===== src/rtl/serv_bufreg_pkg.sv =====
// Shared encodings and sizing helpers for the SERV buffer register.
package serv_bufreg_pkg;

   localparam logic [1:0] SIZE_B = 2'b00;
   localparam logic [1:0] SIZE_H = 2'b01;
   localparam logic [1:0] SIZE_W = 2'b10;

   function automatic int cnt_w(input int steps);
      return (steps <= 1) ? 1 : $clog2(steps);
   endfunction

endpackage


===== src/rtl/serv_bufreg_add.sv =====
// W-bit slice adder with carry in/out and optional clear of operand-b bit 0.
module serv_bufreg_add #(
   parameter int W = 1
) (
   input  logic [W-1:0] a_i,
   input  logic [W-1:0] b_i,
   input  logic         clr_i,
   input  logic         cin_i,
   output logic [W-1:0] s_o,
   output logic         c_o
);

   logic [W-1:0] b_m;

   always_comb begin
      b_m    = b_i;
      b_m[0] = b_i[0] & ~clr_i;
   end

   assign {c_o, s_o} = {1'b0, a_i} + {1'b0, b_m} + {{W{1'b0}}, cin_i};

endmodule


===== src/rtl/serv_bufreg_par.sv =====
// W-bit-per-step buffer register: serial rs1+imm adder feeding an XLEN
// shift buffer that provides the data-bus address and misalign flag.
module serv_bufreg_par
   import serv_bufreg_pkg::*;
#(
   parameter int W    = 1,
   parameter int XLEN = 32
) (
   input  logic            i_clk,
   input  logic            i_rst,
   input  logic            i_start,
   input  logic            i_en,
   input  logic            i_init,
   input  logic            i_loop,
   input  logic [W-1:0]    i_rs1,
   input  logic            i_rs1_en,
   input  logic [W-1:0]    i_imm,
   input  logic            i_imm_en,
   input  logic            i_clr_lsb,
   input  logic [1:0]      i_size,
   output logic [W-1:0]    o_q,
   output logic [XLEN-1:0] o_dbus_adr,
   output logic [1:0]      o_lsb,
   output logic            o_misalign,
   output logic            o_busy,
   output logic            o_last
);

   localparam int N  = XLEN / W;
   localparam int CW = cnt_w(N);
   localparam logic [CW-1:0] LAST = CW'(N - 1);

   logic [XLEN-1:0] buf_q, buf_d;
   logic [CW-1:0]   step_q, step_d, cur_step;
   logic            busy_q, busy_d;
   logic            c_q, c_d;
   logic [1:0]      lsb_q, lsb_d;

   logic            eff;
   logic            cin;
   logic            sum_c;
   logic [W-1:0]    sum_s;
   logic [1:0]      s2;
   logic [W-1:0]    d;

   // A start pulse restarts the pass, so it overrides the live counter/carry.
   assign eff      = i_en & (busy_q | i_start);
   assign cur_step = i_start ? '0 : step_q;
   assign cin      = i_start ? 1'b0 : c_q;

   serv_bufreg_add #(.W(W)) u_add (
      .a_i   (i_rs1 & {W{i_rs1_en}}),
      .b_i   (i_imm & {W{i_imm_en}}),
      .clr_i (i_clr_lsb & (cur_step == '0)),
      .cin_i (cin),
      .s_o   (sum_s),
      .c_o   (sum_c)
   );

   assign s2 = 2'(sum_s);
   assign d  = (!i_init && i_loop) ? buf_q[W-1:0] : sum_s;

   always_comb begin
      buf_d  = buf_q;
      step_d = step_q;
      busy_d = busy_q;
      c_d    = c_q;
      lsb_d  = lsb_q;
      if (i_start) begin
         step_d = '0;
         busy_d = 1'b1;
         c_d    = 1'b0;
      end
      if (eff) begin
         c_d   = sum_c & i_init;
         buf_d = {d, buf_q[XLEN-1:W]};
         if (cur_step == LAST) begin
            step_d = '0;
            if (!i_start) busy_d = 1'b0;
         end else begin
            step_d = cur_step + 1'b1;
         end
         if (i_init) begin
            if (W >= 2) begin
               if (cur_step == '0) lsb_d = s2;
            end else begin
               if (cur_step == CW'(0)) lsb_d[0] = s2[0];
               if (cur_step == CW'(1)) lsb_d[1] = s2[0];
            end
         end
      end
   end

   always_ff @(posedge i_clk) begin
      if (i_rst) begin
         buf_q  <= '0;
         step_q <= '0;
         busy_q <= 1'b0;
         c_q    <= 1'b0;
         lsb_q  <= 2'b00;
      end else begin
         buf_q  <= buf_d;
         step_q <= step_d;
         busy_q <= busy_d;
         c_q    <= c_d;
         lsb_q  <= lsb_d;
      end
   end

   assign o_q        = buf_q[W-1:0];
   assign o_dbus_adr = {buf_q[XLEN-1:2], 2'b00};
   assign o_lsb      = lsb_q;
   assign o_busy     = busy_q;
   assign o_last     = busy_q & (step_q == LAST);
   assign o_misalign = ((i_size == SIZE_H) & lsb_q[0]) |
                       (i_size[1] & (|lsb_q));

endmodule


===== config.mk =====
export PLATFORM = sky130hd
export DESIGN_NAME = serv_bufreg_par
export DESIGN_NICKNAME = d
export VERILOG_FILES = /design/src/rtl/serv_bufreg_pkg.sv /design/src/rtl/serv_bufreg_add.sv /design/src/rtl/serv_bufreg_par.sv
export SDC_FILE = /design/constraint.sdc
export NUM_CORES = 1
export LEC_CHECK = 0
export BUFFER_PORTS_ARGS = -buffer_cell sky130_fd_sc_hd__buf_2
export CAP_MARGIN = 25
export CORE_ASPECT_RATIO = 1.2
export CORE_MARGIN = 5
export CORE_UTILIZATION = 52
export DETAILED_ROUTE_END_ITERATION = 8
export PLACE_DENSITY = 0.79
export SYNTH_ARGS = -nofsm -noshare
export SYNTH_HDL_FRONTEND = slang
export SYNTH_SLANG_ARGS = --single-unit

===== constraint.sdc =====
create_clock -name i_clk -period 2.6 [get_ports i_clk]
set_input_delay 0.52 -clock i_clk [delete_from_list [all_inputs] [get_ports i_clk]]
set_output_delay 0.52 -clock i_clk [all_outputs]
set_load 0.01 [all_outputs]

# Yosys cells after proc, flatten, opt, wreduce, memory -nomap -nowiden
# Index checks and enable logic that the tools add are counted.
[word_totals]
ff_bits = 41
in_bits = 13
output_inout_bits = 38
word_cells = 41
[classes]
addsub = 3
eq_ne = 4
mux = 10
n_bitwise = 12
reduce_logical = 6
[ops]
columns = ["op", "n"]
rows = [
  ["$mux 5", 3],
  ["$eq 5x5->1 const B", 2],
  ["$and 1x1->1", 9],
  ["$mux 1", 7],
  ["$reduce_and 3->1", 2],
  ["$add 5x1->5 const B", 1],
  ["$eq 5x1->1 const B", 1],
  ["$logic_not 5->1", 1],
  ["$add 1x1->2", 1],
  ["$add 2x1->2", 1],
  ["$eq 2x1->1 const B", 1],
  ["$or 1x1->1", 2],
  ["$reduce_or 2->1", 1],
  ["$logic_and 1x1->1", 1],
  ["$logic_not 1->1", 1],
  ["$not 1->1", 1],
]

# Longest topological paths before layout
# Gate-level depths: netlist (run 1).
[logic_depth]
depth_word = 9
depth_mapped = 9
mapped_depth_nobuf = 8

# Cells and area by module
# A second synthesis (run 1) with hierarchy kept.
[hier_totals]
cells_unflattened = 233
hier_area_um2 = 1884.3
[modules_own_cells]
columns = ["mod", "instances", "cells_per_inst", "area_each_um2", "seq_area_each_um2"]
rows = [
  ["serv_bufreg_par", 1, 231, 1850.5, 820.8],
  ["serv_bufreg_add", 1, 2, 33.8, 0.0],
]

# Least setup slack after synthesis (run 1)
# No wires, ideal clock.
[synth_path]
path_type = "input -> register"
start = "in i_start"
end = "reg step_q[2]"
setup_time_ps = 70
t_arrival_ps = 2169
required_time_ps = 2530
path_slack_ps = 360
cell_stages = 8
n_path_buf = 1
cell_sequence = "clkbuf_1 nand2b_1 inv_2 ha_1 and3_1 ha_1 or4b_1 a21oi_1"
[synth_between]
elab_chain_cells = 4
elab_cells_between_ends = 7
classes_between = "add/sub (1); eq/ne (1); mux (3); bitwise (2)"
[synth_rtl]
columns = ["item", "line", "source"]
rows = [
  ["start: declaration", "serv_bufreg_par.sv:11", "input logic i_start,"],
  ["$mux 5", "n/a", ""],
  ["$add 5x1->5 / $eq 5x5->1 (equally long branches)", "serv_bufreg_par.sv:81, serv_bufreg_par.sv:77", ""],
  ["$mux 5", "serv_bufreg_par.sv:77", "if (cur_step == LAST) begin"],
  ["$mux 5 (*)", "serv_bufreg_par.sv:74", "if (eff) begin"],
  ["end signal: assignment", "serv_bufreg_par.sv:103", "step_q <= step_d;"],
  ["end: declaration", "serv_bufreg_par.sv:34", "logic [CW-1:0] step_q, step_d, cur_step;"],
]
# Every way passes the cells marked *; elsewhere a longest branch is shown, timed or not.
# A chain may end at the register's enable or synchronous reset.

# Worst setup path in the final report (run 1)
# Ends and elaborated chain as after synthesis.

==> results by group, run 1 <==
Timing
  • Setup repair after global routing missed its margin: no
  • Highest Clock Rate: 486.3 MHz
  • Final-layout setup total negative slack: 0 ns
  • Final setup violating endpoints: 0
  • Slew Viols, Final: 0
  • Minimum period implied by the final worst setup slack: between 2 and 2.5 ns
  • Worst slew slack as a fraction of its limit: 52.23%
  • Period utilisation layout: 79.09%
  • Slew @ Worst Pin: 0.7165 ns
  • Worst clock skew: 0.003372 ns
  • Number of hold-slack violations in the final timing report: 0

Logic synthesis
  • Share of Yosys cell area claimed by the top area cell type: 43.27%
  • Synth unique cells: 29
  • Syn_area_per_cell: approximately 7.9 um2
  • Count leader, synth: sky130_fd_sc_hd__nand2_1
  • Synth top cells by count: 70 x sky130_fd_sc_hd__nand2_1, 41 x sky130_fd_sc_hd__dfxtp_1, 38 x sky130_fd_sc_hd__a21oi_1, 32 x sky130_fd_sc_hd__buf_4
  • Number of storage elements in the synthesis netlist: 41
  • Main area contributors after synthesis: sky130_fd_sc_hd__dfxtp_1 43%, sky130_fd_sc_hd__nand2_1 14%, sky130_fd_sc_hd__buf_4 13%
  • Summed instance area of the synthesized netlist: about 0.0019 mm2
  • Most instantiated flip-flop cell in the synthesis netlist: sky130_fd_sc_hd__dfxtp_1
  • Warnings from Yosys: 0
  • Number of enable flip-flop cells after synthesis: 0
  • FFs w/ async S/R, synth: 0%
  • Synthesized instance count: between 200 and 250
  • Sequential share of the synthesized area: 43.27%
  • Leading area contributor after synthesis: sky130_fd_sc_hd__dfxtp_1

Routing
  • Routed length on met1: 1544 um
  • Remaining antenna violation count: 0
  • Topmost layer with routed signal wires: met4
  • Sum of met3 wire segment lengths after detailed routing: 163 um
  • DRC violations left: 0
  • Average vias per placed instance: 5.149
  • Number of iterations in the first detailed-routing pass: 6
  • Total detailed-routing wirelength: ~3600 um
  • Detailed route wirelength on metal2: 1823 um
  • Via total after detailed routing: approximately 1,500
  • DRC violation total after the first TritonRoute iteration: 109
  • WL/cell: 12.04 um

Global route
  • Initial antenna violation count: 0
  • Overflow after GRT: 0
  • First-pass GRT wire length: 6037 um
  • Total routing usage reported by global routing: 14.89%
  • Vias in the first global route: 1,441
  • Pin count of the biggest net entering global routing: 43

Power and ir drop
  • Total power consumption of the routed design: 1.110 mW
  • Largest voltage drop on the vdd net: 0.3870 mV
  • Cell leakage power: 0.8579 nW
  • Pwr dens: 553.2 mW/mm2

Placement
  • Routability-driven placement congestion ratio: 0.8385
  • Hpwl dp: 2483 um
  • # port buffers: 48

Layout
  • Fillcell total: around 340
  • Register Area: about 800 um2
  • Area growth from synthesis to final layout: 5.805%
  • Combined area of the multi-input logic cells: 780.7 um2
  • Number of antenna repair diodes: 0
  • Ratio of cells with drive above 1 in the final layout: 24.22%
  • Final-stage net count: 273

Setup path
  • CP Data Arrival Time: 2.27 ns
  • Worst setup path class: in2reg
  • CP required: roughly 2.8 ns
  • Critical Path Fanout Max: 13
  • Startpoint Class: input port
  • Critical Path Source: i_start
  • Nature of the critical path endpoint: flip-flop
  • Startpoint of the most critical register-to-register path: step_q[1]$_SDFF_PP0_

Floorplan
  • Core box area: ~0.0036 mm2
  • Number of ports placed on the die boundary: just over 50
  • Die W: 65.14 um
  • Number of rows created at floorplan: 24
  • Die ar.: roughly 0.0050 mm2
  • Vertical extent of the die: about 76 um
  • Effective utilization at floorplan: 53.08%

Clocking
  • Number of post-CTS setup repair buffers: 0
  • Clock tree from TritonCTS: done
  • Clock tree buffer depth: 2
  • Cts bufs inserted: 5
  • Clk Tree Root Cell: sky130_fd_sc_hd__clkbuf_8
  • Clock-pin slew of the registers on the worst-case setup and hold paths: 0.08 ns
  • CTS HTree Levels: 2
  • TritonCTS Sinks: 41
  • Number of buffers inserted for hold repair after clock tree synthesis: 0
  • Clock latency at the later pin of the worst-skew pair: 0.28 ns
  • Number of cells upsized or downsized after cts: 0

Run status
  • Run status: finished, final reports clean

Flow run
  • Maxcap violations: 0

Min path
  • Hold crit path type: reg2reg
  • Start point of the worst min-delay path: buf_q[1]$_SDFFE_PP0P_
report_power, final:
group / leakage [nW] / internal, mW / switching (mW)
sequential: 0.331 / 0.633 / 0.00416
clock: 0.0439 / 0.185 / 0.210
combinational: 0.483 / 0.0253 / 0.0536
total: 0.858 / 0.843 / 0.267
stage by stage:
step | util [%] | instance area [um2] | std cells | hold slack (ns) | setup slack, ns
floorplan | - | 1901 | 241 | 0.4321 | 0.3604
global placement | 53.75 | 1921 | 287 | 0.4397 | 0.3295
detailed placement | 53.75 | 1921 | 287 | 0.4488 | 0.2702
CTS | 56.16 | 2007 | 295 | 0.4575 | 0.5568
global route | 56.16 | 2007 | 295 | 0.4839 | 0.4234
finish | 56.16 | 2007 | 295 | 0.4562 | 0.5437
flip-flops by register name, summed over array words and instances, names as in the netlist:
register and cells:
o_busy 1, o_lsb 2, c_q 1, buf_q 32, step_q 5
worst max-delay path: stages:
cell and delay (ns):
sky130_fd_sc_hd__buf_2 0.20, sky130_fd_sc_hd__nand2b_1 0.22, sky130_fd_sc_hd__inv_2 0.05, sky130_fd_sc_hd__ha_1 0.22, sky130_fd_sc_hd__and3_1 0.15, sky130_fd_sc_hd__ha_1 0.23
sky130_fd_sc_hd__or4b_1 0.52, sky130_fd_sc_hd__a21oi_1 0.15
worst paths after layout:
check	end	slack (ns)	cells after the start
hold / removal	buf_q[0]$_SDFFE_PP0P_	0.46	2
setup reg to reg	step_q[2]$_SDFF_PP0_	0.75	7
setup / recovery	step_q[2]$_SDFF_PP0_	0.54	8
hold reg to reg	buf_q[0]$_SDFFE_PP0P_	0.46	2
cells in the final DEF (no fill, tap or decap):
cell type	count
sky130_fd_sc_hd__nand2_1	70
sky130_fd_sc_hd__buf_2	48
sky130_fd_sc_hd__dfxtp_1	41
sky130_fd_sc_hd__a21oi_1	38
sky130_fd_sc_hd__nand2b_1	6
sky130_fd_sc_hd__nor2_1	6
sky130_fd_sc_hd__clkbuf_8	5
sky130_fd_sc_hd__nor2b_1	4
sky130_fd_sc_hd__ha_1	4
sky130_fd_sc_hd__nand3_1	3
sky130_fd_sc_hd__mux2i_1	3
sky130_fd_sc_hd__buf_4	3
sky130_fd_sc_hd__inv_2	2
sky130_fd_sc_hd__and3_1	2
sky130_fd_sc_hd__nor3_1	2
sky130_fd_sc_hd__o21ai_0	2
sky130_fd_sc_hd__o2111ai_1	2
sky130_fd_sc_hd__conb_1	2
sky130_fd_sc_hd__clkinv_2	2
sky130_fd_sc_hd__and2_1	1
sky130_fd_sc_hd__o211ai_1	1
sky130_fd_sc_hd__o21a_1	1
sky130_fd_sc_hd__o21ai_2	1
sky130_fd_sc_hd__a21o_1	1
sky130_fd_sc_hd__nand3b_1	1
sky130_fd_sc_hd__nor3b_1	1
sky130_fd_sc_hd__or4b_1	1
sky130_fd_sc_hd__a211oi_1	1
sky130_fd_sc_hd__fa_1	1
sky130_fd_sc_hd__clkinvlp_4	1
kinds of logic (layout without fill, tap and decap cells):
| group | count (synthesis) | in the layout | share of synthesized area [%] |
|---|---|---|---|
| AOI/OAI and AO/OA | 47 | 47 | 13.52 |
| adders and majority gates | 5 | 5 | 3.694 |
| buffers and inverters | 46 | 61 | 15.76 |
| DFF | 41 | 41 | 43.27 |
| muxes | 3 | 3 | 1.583 |
| other | 1 | 2 | 0.1977 |
| and+or+nand+nor | 97 | 97 | 21.97 |
cell type report:
cell class	instances	share of cell area, %
sequential	41	40.90
multi-input combinational	154	38.90
timing repair buffer	51	13.09
clock buffer	5	3.429
tap	39	2.431
clock inverter	3	0.8728
inverter	2	0.3741
per-layer routing:
metal  vias to the layer above  GRT usage [%]
met2                        34          25.18
met1                       706          18.16
li1                        777              -
met4                         0          6.017
met5                         -              0
met3                         2          3.097
(Power assumes the default switching activity.)
==> run 2, diff against run 1 <==
--- a/config.mk
+++ b/config.mk
@@ -5,6 +5,7 @@
 export SDC_FILE = /design/constraint.sdc
 export NUM_CORES = 1
 export LEC_CHECK = 0
+export ABC_AREA = 1
 export BUFFER_PORTS_ARGS = -buffer_cell sky130_fd_sc_hd__buf_2
 export CAP_MARGIN = 25
 export CORE_ASPECT_RATIO = 1.2
==> constraint.sdc (replaced) <==
create_clock -name i_clk -period 2.13 [get_ports i_clk]
set_input_delay 0.426 -clock i_clk [delete_from_list [all_inputs] [get_ports i_clk]]
set_output_delay 0.426 -clock i_clk [all_outputs]
set_load 0.01 [all_outputs]
==> results by group, run 2 <==
Timing
  • Worst clock skew: 0.005891 ns (was 0.003372 ns)
  • Period utilisation layout: 86.18%
  • Final-layout setup total negative slack: 0 ns (unchanged)
  • Highest Clock Rate: 544.8 MHz
  • Worst-case setup margin in the final layout: 0.2944 ns (was 0.5437 ns)
  • Final setup violating endpoints: 0 (unchanged)
  • Minimum period implied by the final worst setup slack: around 1.8 ns
  • Hold slack: 0.3515 ns (was 0.4562 ns)
  • Setup repair after global routing missed its margin: no (unchanged)
  • Number of hold-slack violations in the final timing report: 0 (unchanged)
  • Slew Viols, Final: 0 (unchanged)

Logic synthesis
  • Most instantiated flip-flop cell in the synthesis netlist: sky130_fd_sc_hd__dfxtp_1 (unchanged)
  • Number of storage elements in the synthesis netlist: 41 (unchanged)
  • Main area contributors after synthesis: sky130_fd_sc_hd__dfxtp_1 43%, sky130_fd_sc_hd__nor2_1 15%, sky130_fd_sc_hd__buf_4 13% (was sky130_fd_sc_hd__dfxtp_1 43%, sky130_fd_sc_hd__nand2_1 14%, sky130_fd_sc_hd__buf_4 13%)
  • Fraction of synthesized cell area in xor and xnor cells: 0.4572% (was 0%)
  • Count leader, synth: sky130_fd_sc_hd__nor2_1 (was sky130_fd_sc_hd__nand2_1)
  • Synth top cells by count: 74 x sky130_fd_sc_hd__nor2_1, 41 x sky130_fd_sc_hd__dfxtp_1, 34 x sky130_fd_sc_hd__buf_4, 25 x sky130_fd_sc_hd__nand2_1, 25 x sky130_fd_sc_hd__o21ai_0 (was 70 x sky130_fd_sc_hd__nand2_1, 41 x sky130_fd_sc_hd__dfxtp_1, 38 x sky130_fd_sc_hd__a21oi_1, 32 x sky130_fd_sc_hd__buf_4)
  • Synthesized-area fraction occupied by and/or/nand/nor cells: 22.08% (was 21.97%)
  • Leading area contributor after synthesis: sky130_fd_sc_hd__dfxtp_1 (unchanged)
  • Sequential share of the synthesized area: 42.85% (was 43.27%)
  • Synthesized instance count: 256 (was 240)
  • Summed instance area of the synthesized netlist: 0.001916 mm2 (was 0.001897 mm2)
  • Share of Yosys cell area claimed by the top area cell type: 42.85% (was 43.27%)
  • Synth unique cells: 24 (was 29)
  • Syn_area_per_cell: 7.483 um2 (was 7.903 um2)
  • Adder and majority cell fraction of the synthesized area: 3.658% (was 3.694%)
  • Fraction of the mapped netlist area in compound gates: 11.82% (was 13.52%)
  • Warnings from Yosys: 0 (unchanged)
  • Number of enable flip-flop cells after synthesis: 0 (unchanged)
  • Mux share of post-synthesis cell area: 0% (was 1.583%)
  • Dominant combinational cell family by area after synthesis: simple AND/OR/NAND/NOR gates (unchanged)
  • FFs w/ async S/R, synth: 0% (unchanged)

Layout
  • Area growth from synthesis to final layout: 7.315% (was 5.805%)
  • Finished Core Util: 57.05% (was 56.16%)
  • Most frequent standard cell in the layout excluding fill and tap cells: sky130_fd_sc_hd__nor2_1 (was sky130_fd_sc_hd__nand2_1)
  • Ratio of cells with drive above 1 in the final layout: 24.91% (was 24.22%)
  • Cell area after layout: 0.002056 mm2 (was 0.002007 mm2)
  • Number of antenna repair diodes: 0 (unchanged)
  • Leading cell types in the layout, fill and taps excluded: 74 x sky130_fd_sc_hd__nor2_1, 48 x sky130_fd_sc_hd__buf_2, 41 x sky130_fd_sc_hd__dfxtp_1 (was 70 x sky130_fd_sc_hd__nand2_1, 48 x sky130_fd_sc_hd__buf_2, 41 x sky130_fd_sc_hd__dfxtp_1)
  • Fillcell total: 347 (was 341)
  • Flip-flop count of the largest register after layout: 32 (unchanged)
  • Register containing the most flip-flops in the final layout: buf_q (unchanged)
  • Register Area: 820.8 um2 (unchanged)
  • Number of cells in the finished layout apart from fillers: 320 (was 295)
  • Combined area of the multi-input logic cells: 735.7 um2 (was 780.7 um2)
  • Final-stage net count: 298 (was 273)

Setup path
  • Worst setup path class: reg2reg (was in2reg)
  • Critical Path Source: step_q[0]$_SDFF_PP0_ (was i_start)
  • Nature of the critical path endpoint: flip-flop (unchanged)
  • CP Data Arrival Time: 2.01 ns (was 2.27 ns)
  • Startpoint of the most critical register-to-register path: step_q[0]$_SDFF_PP0_ (was step_q[1]$_SDFF_PP0_)
  • Startpoint Class: flip-flop (was input port)
  • CP required: 2.30 ns (was 2.81 ns)
  • Critical Path Fanout Max: 3 (was 13)

Clocking
  • Clk Tree Root Cell: sky130_fd_sc_hd__clkbuf_8 (unchanged)
  • Number of post-CTS setup repair buffers: 0 (unchanged)
  • Clock tree buffer depth: 2 (unchanged)
  • Clock tree from TritonCTS: done (unchanged)
  • Number of buffers inserted for hold repair after clock tree synthesis: 0 (unchanged)
  • Number of cells upsized or downsized after cts: 0 (unchanged)
  • CTS HTree Levels: 2 (unchanged)
  • TritonCTS Sinks: 41 (unchanged)
  • Clock-pin slew of the registers on the worst-case setup and hold paths: 0.07 ns (was 0.08 ns)
  • Clock latency at the later pin of the worst-skew pair: 0.29 ns (was 0.28 ns)
  • Cts bufs inserted: 5 (unchanged)

Floorplan
  • Number of ports placed on the die boundary: 51 (unchanged)
  • Die W: 65.41 um (was 65.14 um)
  • Die ar.: 0.005003 mm2 (was 0.004961 mm2)
  • Effective utilization at floorplan: 53.16% (was 53.08%)
  • Vertical extent of the die: 76.49 um (was 76.16 um)
  • Number of rows created at floorplan: 24 (unchanged)
  • Core box area: 0.003603 mm2 (was 0.003573 mm2)

Min path
  • Hold crit path type: in2reg (was reg2reg)
  • Start point of the worst min-delay path: i_rst (was buf_q[1]$_SDFFE_PP0P_)

Routing
  • Remaining antenna violation count: 0 (unchanged)
  • Number of iterations in the first detailed-routing pass: 4 (was 6)
  • WL/cell: 11.93 um (was 12.04 um)
  • Average vias per placed instance: 4.925 (was 5.149)
  • DRC violation total after the first TritonRoute iteration: 100 (was 109)
  • Total detailed-routing wirelength: 3816 um (was 3552 um)
  • DRC violations left: 0 (unchanged)
  • Via total after detailed routing: 1,576 (was 1,519)

Placement
  • # port buffers: 48 (unchanged)
  • Placed Area: 0.001973 mm2 (was 0.001921 mm2)
  • Placed cells: 312 (was 287)
  • Hpwl dp: 2728 um (was 2483 um)
  • Routability-driven placement congestion ratio: 0.8280 (was 0.8385)
  • Dpl ws: 0.02973 ns (was 0.2702 ns)

Global route
  • First-pass GRT wire length: 6403 um (was 6037 um)
  • Met1 capacity usage during global routing: 19.33% (was 18.16%)
  • Layer with the highest usage after global routing: met2 (unchanged)
  • Pin count of the biggest net entering global routing: 39 (was 43)
  • Met2 capacity usage during global routing: 25.33% (was 25.18%)
  • Overflow after GRT: 0 (unchanged)
  • Total routing usage reported by global routing: 16.09% (was 14.89%)
  • Met3 Resource Use GR: 6.490% (was 3.097%)
  • Initial antenna violation count: 0 (unchanged)
  • Vias in the first global route: 1,437 (was 1,441)

Run status
  • Run status: finished, final reports clean (unchanged)

Power and ir drop
  • Pwr dens: 761.6 mW/mm2 (was 553.2 mW/mm2)
  • Total power consumption of the routed design: 1.566 mW (was 1.110 mW)
  • Cell leakage power: 1.083 nW (was 0.8579 nW)
  • Largest voltage drop on the vdd net: 0.4573 mV (was 0.3870 mV)

Flow run
  • Maxcap violations: 0 (unchanged)
## run 2: cell types whose count changed after synthesis, moves of 4 or more
cell                       previous run  this run
sky130_fd_sc_hd__nor2_1               6        74
sky130_fd_sc_hd__nand2_1             70        25
sky130_fd_sc_hd__a21oi_1             38         7
sky130_fd_sc_hd__o21ai_0              2        25
sky130_fd_sc_hd__inv_1                0        13
sky130_fd_sc_hd__o21ai_1              0        10
sky130_fd_sc_hd__nand2b_1             6         0
sky130_fd_sc_hd__buf_2                5         1
sky130_fd_sc_hd__nor2b_1              4         0
## run 2: logic make-up after synthesis
| group | Yosys count |
|---|---|
| and+or+nand+nor | 108 |
| buffers and inverters | 56 |
| DFF | 41 |
| other | 1 |
| AOI/OAI and AO/OA | 44 |
| xor gates and xnor gates | 1 |
| adders and majority gates | 5 |
## run 2: critical path: stages, from the launching register on
cell and delay (ns):
sky130_fd_sc_hd__dfxtp_1 0.33, sky130_fd_sc_hd__inv_1 0.04, sky130_fd_sc_hd__nor2_1 0.11, sky130_fd_sc_hd__inv_1 0.06, sky130_fd_sc_hd__ha_1 0.17, sky130_fd_sc_hd__nand2_1 0.06
sky130_fd_sc_hd__nor2_1 0.05, sky130_fd_sc_hd__nand2_1 0.05, sky130_fd_sc_hd__nand3_1 0.06, sky130_fd_sc_hd__inv_1 0.07, sky130_fd_sc_hd__fa_1 0.40, sky130_fd_sc_hd__inv_1 0.10
sky130_fd_sc_hd__nand2_1 0.06, sky130_fd_sc_hd__o211ai_1 0.08, sky130_fd_sc_hd__a21oi_1 0.09
## run 2: path summary, 6_finish.rpt
| check | cells after the start | end | slack (ns) |
|---|---|---|---|
| setup / recovery | 14 | buf_q[31]$_SDFFE_PP0P_ | 0.29 |
| hold / removal | 2 | c_q$_SDFF_PP0_ | 0.35 |
| setup reg to reg | 14 | buf_q[31]$_SDFFE_PP0P_ | 0.29 |
| hold reg to reg | 2 | buf_q[0]$_SDFFE_PP0P_ | 0.49 |
## run 2: cell type report
type | count | share of cell area [%]
inverters | 14 | 2.556
clock inverters | 2 | 0.4869
well taps | 39 | 2.374
multi-input cells | 160 | 35.79
repair buffers | 58 | 15.34
flip-flops and latches | 41 | 39.93
clock buffers | 6 | 3.530
## run 2: metal layers
layer | vias up | wire [um] | part of all wire (%)
met4 | 0 | 62 | 1.6
li1 | 814 | - | -
met2 | 46 | 1743 | 46
met5 | - | 0 | 0
met3 | 6 | 320 | 8.4
met1 | 710 | 1690 | 44
## run 2: report_power, final
part	leakage [nW]	switching (mW)	internal [mW]
Sequential	0.337	0.0364	0.818
Clock	0.0450	0.250	0.227
Combinational	0.701	0.140	0.0940
